`config.mk`:
```
export PLATFORM = sky130hd
export DESIGN_NAME = stopwatch_lap_timer
export DESIGN_NICKNAME = d
export VERILOG_FILES = /design/src/rtl/stopwatch_lap_timer.sv
export SDC_FILE = /design/constraint.sdc
export NUM_CORES = 1
export LEC_CHECK = 0
export CAP_MARGIN = 30
export CELL_PAD_IN_SITES_DETAIL_PLACEMENT = 1
export CELL_PAD_IN_SITES_GLOBAL_PLACEMENT = 1
export CORE_ASPECT_RATIO = 2
export CORE_MARGIN = 1
export CORE_UTILIZATION = 40
export DETAILED_ROUTE_END_ITERATION = 6
export GPL_TIMING_DRIVEN = 0
export PLACE_DENSITY_LB_ADDON = 0.2
export SLEW_MARGIN = 20
export SYNTH_ARGS = -nofsm -noshare
export SYNTH_HDL_FRONTEND = slang
export SYNTH_SLANG_ARGS = --single-unit
export TNS_END_PERCENT = 5
```
`constraint.sdc`:
```
create_clock -name clk -period 3.4 [get_ports clk]
set_clock_uncertainty 0.1 [all_clocks]
set_input_delay 0.68 -clock clk [delete_from_list [all_inputs] [get_ports clk]]
set_output_delay 0.68 -clock clk [all_outputs]
set_load 0.005 [all_outputs]
```
`src/rtl/stopwatch_lap_timer.sv`:
```
// ---------------------------------------------------------------------------
// stopwatch_lap_timer
//
// Up/down tick counter with a programmable prescaler, preload, sticky
// expiry/overflow flags and a small lap-capture FIFO. One instance serves one
// timing channel. Everything runs in the clk domain.
//
// Parameters
//   TICK_DIV  : clocks per count tick (>= 2)
//   CNT_W     : width of count, preload and lap entries
//   LAP_DEPTH : lap FIFO entries (power of two, >= 2)
//
// Ports
//   clk       in   system clock, rising edge
//   rst_n     in   asynchronous active-low reset
//   control   in   level command: 0 CLEAR, 1 RUN_UP, 2 HOLD, 3 RUN_DOWN,
//                  4 LOAD, 5..7 treated as HOLD
//   load_val  in   preload value used by LOAD
//   lap_stb   in   one-cycle capture of count into the lap FIFO
//   lap_rd    in   one-cycle pop of the lap FIFO head
//   count     out  current tick count (registered)
//   running   out  counting and not expired (decoded from registered state)
//   expired   out  sticky, down-count reached 0 (registered)
//   overflow  out  sticky, up-count wrapped to 0 (registered)
//   lap_data  out  FIFO head, 0 when empty (decoded from registered state)
//   lap_empty out  FIFO empty
//   lap_full  out  FIFO full
//   lap_ovf   out  sticky, a capture was dropped on a full FIFO (registered)
//
// Run-mode FSM (tracks the last sampled command so running has no
// combinational path from control):
//   state   | meaning
//   M_STOP  | CLEAR, LOAD, HOLD or reserved command last sampled
//   M_UP    | RUN_UP last sampled
//   M_DOWN  | RUN_DOWN last sampled
// ---------------------------------------------------------------------------
module stopwatch_lap_timer #(
    parameter int TICK_DIV  = 100000,
    parameter int CNT_W     = 32,
    parameter int LAP_DEPTH = 4
) (
    input  logic             clk,
    input  logic             rst_n,
    input  logic [2:0]       control,
    input  logic [CNT_W-1:0] load_val,
    input  logic             lap_stb,
    input  logic             lap_rd,
    output logic [CNT_W-1:0] count,
    output logic             running,
    output logic             expired,
    output logic             overflow,
    output logic [CNT_W-1:0] lap_data,
    output logic             lap_empty,
    output logic             lap_full,
    output logic             lap_ovf
);

    localparam int PW    = $clog2(TICK_DIV);
    localparam int AW    = $clog2(LAP_DEPTH);
    localparam int OCC_W = AW + 1;

    localparam logic [2:0] CMD_CLEAR    = 3'd0;
    localparam logic [2:0] CMD_RUN_UP   = 3'd1;
    localparam logic [2:0] CMD_RUN_DOWN = 3'd3;
    localparam logic [2:0] CMD_LOAD     = 3'd4;

    typedef enum logic [1:0] {
        M_STOP = 2'd0,
        M_UP   = 2'd1,
        M_DOWN = 2'd2
    } mode_e;

    mode_e            mode_q, mode_d;
    logic [CNT_W-1:0] cnt_q, cnt_d;
    logic [PW-1:0]    pre_q, pre_d, pre_nxt;
    logic             exp_q, exp_d;
    logic             ovf_q, ovf_d;
    logic             lovf_q, lovf_d;
    logic             tick;
    logic             flush;

    logic [CNT_W-1:0] mem_q [LAP_DEPTH];
    logic [AW-1:0]    wr_q, rd_q;
    logic [OCC_W-1:0] occ_q;
    logic             fifo_empty, fifo_full;
    logic             do_push, do_pop;

    assign tick    = (pre_q == PW'(TICK_DIV - 1));
    assign pre_nxt = tick ? '0 : pre_q + 1'b1;

    assign fifo_empty = (occ_q == '0);
    assign fifo_full  = (occ_q == OCC_W'(LAP_DEPTH));
    assign do_pop     = lap_rd & ~fifo_empty;
    // A full FIFO still accepts a capture when the same edge frees a slot.
    assign do_push    = lap_stb & (~fifo_full | do_pop);

    // -----------------------------------------------------------------------
    // Next-state logic for counter, prescaler, flags and run mode
    // -----------------------------------------------------------------------
    always_comb begin
        mode_d = M_STOP;
        cnt_d  = cnt_q;
        pre_d  = pre_q;
        exp_d  = exp_q;
        ovf_d  = ovf_q;
        lovf_d = lovf_q;
        flush  = 1'b0;

        if (lap_stb && fifo_full && !lap_rd) begin
            lovf_d = 1'b1;
        end

        case (control)
            CMD_CLEAR: begin
                cnt_d  = '0;
                pre_d  = '0;
                exp_d  = 1'b0;
                ovf_d  = 1'b0;
                lovf_d = 1'b0;
                flush  = 1'b1;
            end
            CMD_LOAD: begin
                cnt_d = load_val;
                pre_d = '0;
                exp_d = 1'b0;
                ovf_d = 1'b0;
            end
            CMD_RUN_UP: begin
                mode_d = M_UP;
                pre_d  = pre_nxt;
                if (tick) begin
                    cnt_d = cnt_q + 1'b1;
                    if (cnt_q == '1) begin
                        ovf_d = 1'b1;
                    end
                end
            end
            CMD_RUN_DOWN: begin
                mode_d = M_DOWN;
                // Once expired, the down-counter parks at 0 with the
                // prescaler frozen; only CLEAR/LOAD release it.
                if (!exp_q) begin
                    pre_d = pre_nxt;
                    if (tick) begin
                        if (cnt_q <= CNT_W'(1)) begin
                            cnt_d = '0;
                            exp_d = 1'b1;
                        end else begin
                            cnt_d = cnt_q - 1'b1;
                        end
                    end
                end
            end
            default: begin
            end
        endcase
    end

    always_ff @(posedge clk or negedge rst_n) begin
        if (!rst_n) begin
            mode_q <= M_STOP;
            cnt_q  <= '0;
            pre_q  <= '0;
            exp_q  <= 1'b0;
            ovf_q  <= 1'b0;
            lovf_q <= 1'b0;
        end else begin
            mode_q <= mode_d;
            cnt_q  <= cnt_d;
            pre_q  <= pre_d;
            exp_q  <= exp_d;
            ovf_q  <= ovf_d;
            lovf_q <= lovf_d;
        end
    end

    // -----------------------------------------------------------------------
    // Lap FIFO; captures the count value from before this edge's update
    // -----------------------------------------------------------------------
    always_ff @(posedge clk or negedge rst_n) begin
        if (!rst_n) begin
            wr_q  <= '0;
            rd_q  <= '0;
            occ_q <= '0;
            for (int i = 0; i < LAP_DEPTH; i++) begin
                mem_q[i] <= '0;
            end
        end else if (flush) begin
            wr_q  <= '0;
            rd_q  <= '0;
            occ_q <= '0;
        end else begin
            if (do_push) begin
                mem_q[wr_q] <= cnt_q;
                wr_q        <= wr_q + 1'b1;
            end
            if (do_pop) begin
                rd_q <= rd_q + 1'b1;
            end
            case ({do_push, do_pop})
                2'b10:   occ_q <= occ_q + 1'b1;
                2'b01:   occ_q <= occ_q - 1'b1;
                default: occ_q <= occ_q;
            endcase
        end
    end

    assign count     = cnt_q;
    assign running   = ((mode_q == M_UP) || (mode_q == M_DOWN)) && !exp_q;
    assign expired   = exp_q;
    assign overflow  = ovf_q;
    assign lap_ovf   = lovf_q;
    assign lap_empty = fifo_empty;
    assign lap_full  = fifo_full;
    assign lap_data  = fifo_empty ? '0 : mem_q[rd_q];

endmodule

```
==> PnR_summary.wiki <==
{| class="wikitable"
! Metric !! Value
|-
| Post-placement cell area || 12000 sq um
|-
| Cell count of the worst reg-to-reg path || 7
|-
| GP Congestion || 0.908
|-
| Remaining DRCs || 0
|-
| Time the worst path needs with I/O delays and setup || 3.35 ns
|-
| Largest net degree at the start of global routing || 87
|-
| Worst Path Arrival || 3.57 ns
|-
| Number of antenna violations at the first check in global routing || 0
|-
| Number of global-route vias before repair || 9058
|-
| Final antenna-violating net count || 0
|-
| Site row count || 83
|-
| Mean Syn Cell Area || 10.9 sq um
|-
| P_int || 5.51 mW
|-
| Final Routed Wirelength || 34100 microns
|-
| RSZ-0062 raised after global routing || true
|-
| Number of distinct standard cells referenced by the synthesized netlist || 73
|-
| Crit path max fanout || 10
|-
| Cell area after synthesis || 10400 sq um
|-
| Share of async-settable or async-resettable flops after synthesis || 100%
|-
| Die span in x || 116 microns
|-
| Postcts setup bufs || 0
|-
| Synth-to-layout area growth || 21.1%
|-
| Cell types with the largest area share after synthesis || sky130_fd_sc_hd__dfrtp_1 45%, sky130_fd_sc_hd__mux2_2 14%, sky130_fd_sc_hd__mux4_2 6.9%
|-
| Clock tree from TritonCTS || done
|-
| Critical path required time || 3.62 ns
|-
| Final hold violations || 0
|-
| Final setup violation count || 0
|-
| Y dimension of the die || 230 microns
|-
| Leading post-synthesis cells by instance count || 189 x sky130_fd_sc_hd__dfrtp_1, 129 x sky130_fd_sc_hd__mux2_2, 71 x sky130_fd_sc_hd__nand2_1
|-
| Achievable Freq || 0.298 GHz
|-
| Leading area contributor after synthesis || sky130_fd_sc_hd__dfrtp_1
|-
| Clk sinks || 189
|-
| # IOs || 109
|-
| Worst hold-check path type || reg -> reg
|-
| First DRT Iteration DRCs || 414
|-
| Number of fillers in the final layout || 2856
|-
| GRT busiest layer || met2
|-
| Type of element capturing the critical path || flip-flop
|-
| Most frequent cell after synthesis || sky130_fd_sc_hd__dfrtp_1
|-
| Root Driver || sky130_fd_sc_hd__clkbuf_16
|-
| Cell count after synthesis || 954
|-
| Worst Hold Path Cells || 1
|-
| Initial Utilization || 40.7%
|-
| Relative contribution of the clock network to total power || 23.3%
|-
| CTS HTree Levels || 4
|-
| IO buf count || 107
|-
| Share of synthesized area occupied by flip-flops and latches || 45.5%
|-
| Tcrit/Tclk final || 98.6%
|-
| Global Route Usage Sum || 27.1%
|-
| Number of buffers inserted during clock tree synthesis || 17
|-
| Total area of multi-input combinational cells || 5310 sq um
|-
| DIE AREA || 26700 sq um
|-
| Startpoint of the most critical register-to-register path || count[26]$_DFFE_PN0P_
|-
| Detailed Place HPWL || 25600 microns
|-
| Synth warnings || 0
|-
| Switching portion of total power || 34.3%
|-
| Final instance area || 12600 sq um
|-
| Post-synth net total || 1002
|-
| Synthesized flop and latch total || 189
|-
| Global-route wire length before repair || 52900 microns
|-
| Top-area cell type share of the netlist area || 45.5%
|-
| Final setup TNS || 0 ns
|-
| Startpoint of the worst setup timing path || count[26]$_DFFE_PN0P_
|-
| Kind of critical path || reg -> reg
|-
| Area of the core || 25500 sq um
|-
| Share of post-route cells with drive strength above 1 || 23.0%
|-
| Area taken by flip-flops and latches || 4730 sq um
|-
| Synth Flop Type || sky130_fd_sc_hd__dfrtp_1
|-
| Vias after detailed routing || 8350
|-
| Worst Tran Pin Value || 0.813 ns
|-
| Diode insertion count for antenna repair || 0
|-
| Vias per inst || 5.80
|-
| Worst-Skew Late Latency || 0.46 ns
|-
| Max clock buf depth || 2
|-
| Startpoint types || flip-flop
|-
| Hold Crit Start || mem_q[68]$_DFFE_PN0P_
|-
| Pwr dens || 666 nW/um^2
|-
| Number of enable flip-flop cells after synthesis || 0
|-
| Share of power burned in registers || 38.5%
|-
| Max-Cap Viols || 0
|-
| Met2 demand-to-capacity share in global routing || 50.4%
|-
| Final count of pins violating max slew || 0
|-
| Comb power frac || 38.3%
|-
| Mean routed wirelength per cell || 23.7 microns
|-
| Total net switching power || 2.87 mW
|-
| Drt first pass iters || 5
|-
| Met1 usage in global routing || 28.9%
|-
| Reported leakage power || 5.40 nW
|-
| Number of nets in the finished design || 1134
|-
| Result of the run || finished, final reports clean
|-
| Final hold slack || 0.402 ns
|-
| Worst-path clk slew || 0.07 ns
|-
| Overflow after GRT || 0
|-
| Met3 track demand over resource || 3.77%
|-
| Worst-case vdd ir drop || 0.000336 V
|-
| Relative max-transition margin || 45.3%
|}
-- state kept, by name, indices dropped and copies added (netlist names) --
signal and count:
count 32, expired 1, lap_ovf 1, mem_q 128
mode_q 2, occ_q 3, overflow 1, pre_q 17
rd_q 2, wr_q 2
-- final cells by class --
class                           instances  area share, %
Buffer                                 77           2.78
Clock buffer                           20           3.47
Clock inverter                         12          0.904
Inverter                               15          0.457
Multi-Input combinational cell        672           42.2
Sequential cell                       189           37.6
Tap cell                              340           3.38
Timing Repair Buffer                  114           9.26
-- power groups by stage --
stage / Combinational (mW) / Sequential, mW / Clock [mW]
finish: 3.21 / 3.22 / 1.95
global route: 3.46 / 3.30 / 2.06
CTS: 3.25 / 3.22 / 2.00
detailed placement: 3.23 / 3.24 / 0
global placement: 3.14 / 3.19 / 0
floorplan: 2.05 / 3.10 / 0
-- final timing paths --
| check | end | slack, ns |
|---|---|---|
| setup / recovery | count[20]$_DFFE_PN0P_ | 0.05 |
| hold / removal | mem_q[68]$_DFFE_PN0P_ | 0.40 |
| setup reg to reg | count[20]$_DFFE_PN0P_ | 0.05 |
| hold reg to reg | mem_q[68]$_DFFE_PN0P_ | 0.40 |
| max in group asynchronous | pre_q[16]$_DFFE_PN0P_ | 1.91 |
| min in group asynchronous | occ_q[1]$_DFFE_PN0P_ | 0.57 |
-- metal layers --
layer  vias up  part of all wire (%)
met5         -                     0
met4         0                   4.7
met3        82                   3.0
met2       201                    56
met1      4300                    36
li1       3767                     -
-- kinds of logic after synthesis --
group / synth area share [%]
and+or+nand+nor: 15.5
buffers and inverters: 3.75
xor gates and xnor gates: 2.61
muxes: 21.1
DFF: 45.5
adders and majority gates: 1.16
AOI/OAI and AO/OA: 10.3
-- critical path, stage by stage, from the launching register on --
cell and delay [ns]:
sky130_fd_sc_hd__dfrtp_1 0.38, sky130_fd_sc_hd__buf_2 0.20, sky130_fd_sc_hd__nor4_2 0.65, sky130_fd_sc_hd__nand4_1 0.47
sky130_fd_sc_hd__nor3_2 0.65, sky130_fd_sc_hd__nor2_2 0.29, sky130_fd_sc_hd__a221oi_1 0.34, sky130_fd_sc_hd__o21ai_1 0.12
-- per-stage QoR --
step                      instances  utilization, %  worst slack [ns]  total power [mW]
after floorplan                 954               -             0.757              5.15
after global placement         1401            46.6             -6.67              6.34
after detailed placement       1406            46.9            -0.491              6.47
after CTS                      1438            49.2           -0.0408              8.47
after global routing           1439            49.3           -0.0518              8.82
final                          1439            49.3            0.0490              8.38
-- cell usage in the layout (no fill, tap or decap), drive strengths merged, types with 4 or more instances in the layout --
cell type and instances:
nor4 20, a31oi 12, and3 12, buf 30
nor2b 36, nand2b 5, a211oi 6, clkbuf 74
a22oi 6, nor3 26, a22o 4, or3 4
dfrtp 189, or4 6, o21ai 60, xor2 17
ha 8, o31ai 14, nor2 60, nand4 17
a21oi 27, mux4 32, and2 5, mux2 129
nand3 24, nand2 72, a221oi 8, clkdlybuf4s50 106
xnor2 14, clkinv 6, inv 18
-- what timing repair did --
action / CTS / global route
gates resized for setup: 24 / 7
pin swaps: 0 / 1
hold buffers: 1 / 0
endpoints found under the setup margin: 40 / 17
gates cloned: 0 / 0
hold endpoints to repair: 25 / 0
Note: power is estimated with default switching activity, not from simulation.
==> patch, RTL diff (same flow settings) <==
`CNT_W`: 32 -> 48.
--- a/src/rtl/stopwatch_lap_timer.sv
+++ b/src/rtl/stopwatch_lap_timer.sv
@@ -36,7 +36,7 @@
 // ---------------------------------------------------------------------------
 module stopwatch_lap_timer #(
     parameter int TICK_DIV  = 100000,
-    parameter int CNT_W     = 32,
+    parameter int CNT_W     = 48,
     parameter int LAP_DEPTH = 4
 ) (
     input  logic             clk,
Interface: changed (resized count, lap_data and load_val); port bits go from 109 to 157. The function was not compared with the original's and may differ.
==> patch against the unedited design <==
The flow now finishes with violations (setup timing). Synthesized area grew 40%. Routed wire length grew 65%. Sequential cell count grew 80. Power grew 41%. Combinational power grew 38%. Utilization grew 0.74 points. Cell count grew 42%. Setup slack lost 0.17 ns. Non-clock buffer count grew 89. Design area grew 42%. Highest routed layer unchanged.
==> patch: results <==
{
  "run_status": "finished with violations",
  "violations": "setup timing",
  "regMostFlops": "mem_q",
  "power_switching_mw": 4.10,
  "ys_async_sr_fraction_pct": 100,
  "synth_seq_area_share_pct": 46.1,
  "max-vdd-ir-drop_mv": 0.389,
  "finalWorstSetupSlack_ns": -0.118,
  "routabilityCongestion": 0.970,
  "grt_use_total_pct": 31.1,
  "post_drt_wl_per_cell_um": 27.5,
  "drive_gt1_share_pct": 20.9,
  "dp_slack_ns": -1.05,
  "cap_violations": 0,
  "yosys-top-cells-count": "dfrtp_1 (269), mux2_2 (150), nand2_1 (136), o21ai_0 (110), clkbuf_1 (99)",
  "largest_register_ffs": 192,
  "antenna_found_initial": 1,
  "htreeDepth": 1,
  "finalPower_mw": 11.8,
  "dr.pass1.iters": 5,
  "clkTransAtPathRegs_ns": 0.07,
  "p_clk_share_pct": 24.6,
  "cts_buffers": 26,
  "cts_buffer_depth": 3,
  "wirelength_um": 56200,
  "drt_iter0_markers": 646,
  "grt_pass1_vias": 13700,
  "finalHoldViolCount": 0,
  "vias_per_cell": 6.13,
  "p_seq_share_pct": 37.9,
  "cellLeakagePower_nw": 7.69,
  "cpPeakStageDelay_ns": 0.53,
  "slowest_stage": "or4_1",
  "dpl.hpwl_um": 42300,
  "syn_area_per_cell_um2": 10.6,
  "clockRootBuffer": "clkbuf_16",
  "io_buffers": 155,
  "grt_max_degree": 97,
  "nNetsFinal": 1636,
  "tightest_slew_ns": 0.938,
  "setup_viol": 2,
  "arrival_ns": 3.80,
  "clock_latency_ns": 0.57,
  "placed_area_um2": 16800,
  "synth.distinct_cells": 79,
  "dp_cells": 1992,
  "syn_nets": 1447,
  "synth_area_leaders": "dfrtp_1 (46%), mux2_2 (12%), mux4_2 (7.4%)",
  "grt_pass1_wl_um": 84600,
  "path_buf_inv": 3,
  "cts_hold_buf": 0,
  "synthFlopType": "dfrtp_1",
  "n_antenna_cell": 0,
  "setup_tns_ns": -0.144,
  "reg2reg_from": "count[7]",
  "yosys_warnings": 0,
  "hp-class": "primary input to async pin"
}
## patch: cell count changes in the layout (fill, tap and decap cells not counted), sizes merged, moves of 21 or more
cell           delta
dfrtp            +80
nand2            +65
clkbuf           +57
and2             +56
o21ai            +54
clkdlybuf4s50    +48
nor2b            -30
nor3             +24
mux2             +21
## patch: worst paths after layout
kind	to	slack (ns)	cells after the start
max	count[47]	-0.12	10
max in group asynchronous	rd_q[0]	1.79	3
min reg2reg	mem_q[23]	0.37	2
max reg2reg	count[47]	-0.12	10
min	mem_q[128]	0.03	1
min in group clk	expired	0.37	3
## patch: repair_timing
action	4_1_cts	5_1_grt
endpoints found under the hold margin	0	0
gates resized for setup	52	24
buffers inserted	2	2
pin swaps	1	1
setup endpoints to repair	158	66
## patch: final cells by class
type / instances / area (um2)
tap: 450 / 563
clock inverter: 11 / 106
multi-input combinational: 975 / 7470
timing repair buffer: 164 / 1680
sequential: 269 / 6740
clock buffer: 35 / 724
fill: 3929 / 17900
inverter: 20 / 75.1
buffer: 116 / 572
## patch: layer usage
layer | vias to the layer above | GRT usage [%] | wire, um
met5 | - | 0 | 0
met4 | 0 | 22.3 | 4120
met3 | 203 | 3.33 | 2120
met2 | 423 | 56.0 | 30400
met1 | 6433 | 33.1 | 19500
li1 | 5448 | - | -
## patch: cell families (layout without fill, tap and decap cells)
logic type | count (synthesis) | count (layout) | share of synthesized area [%]
AND/OR/NAND/NOR | 477 | 477 | 16.9
XOR/XNOR | 37 | 37 | 2.22
flip-flops | 269 | 269 | 46.1
AO/OA/AOI/OAI | 253 | 253 | 11.1
adder cells (fa/ha/maj) | 9 | 9 | 0.822
buffers and inverters | 139 | 346 | 3.86
multiplexers | 199 | 199 | 19.0
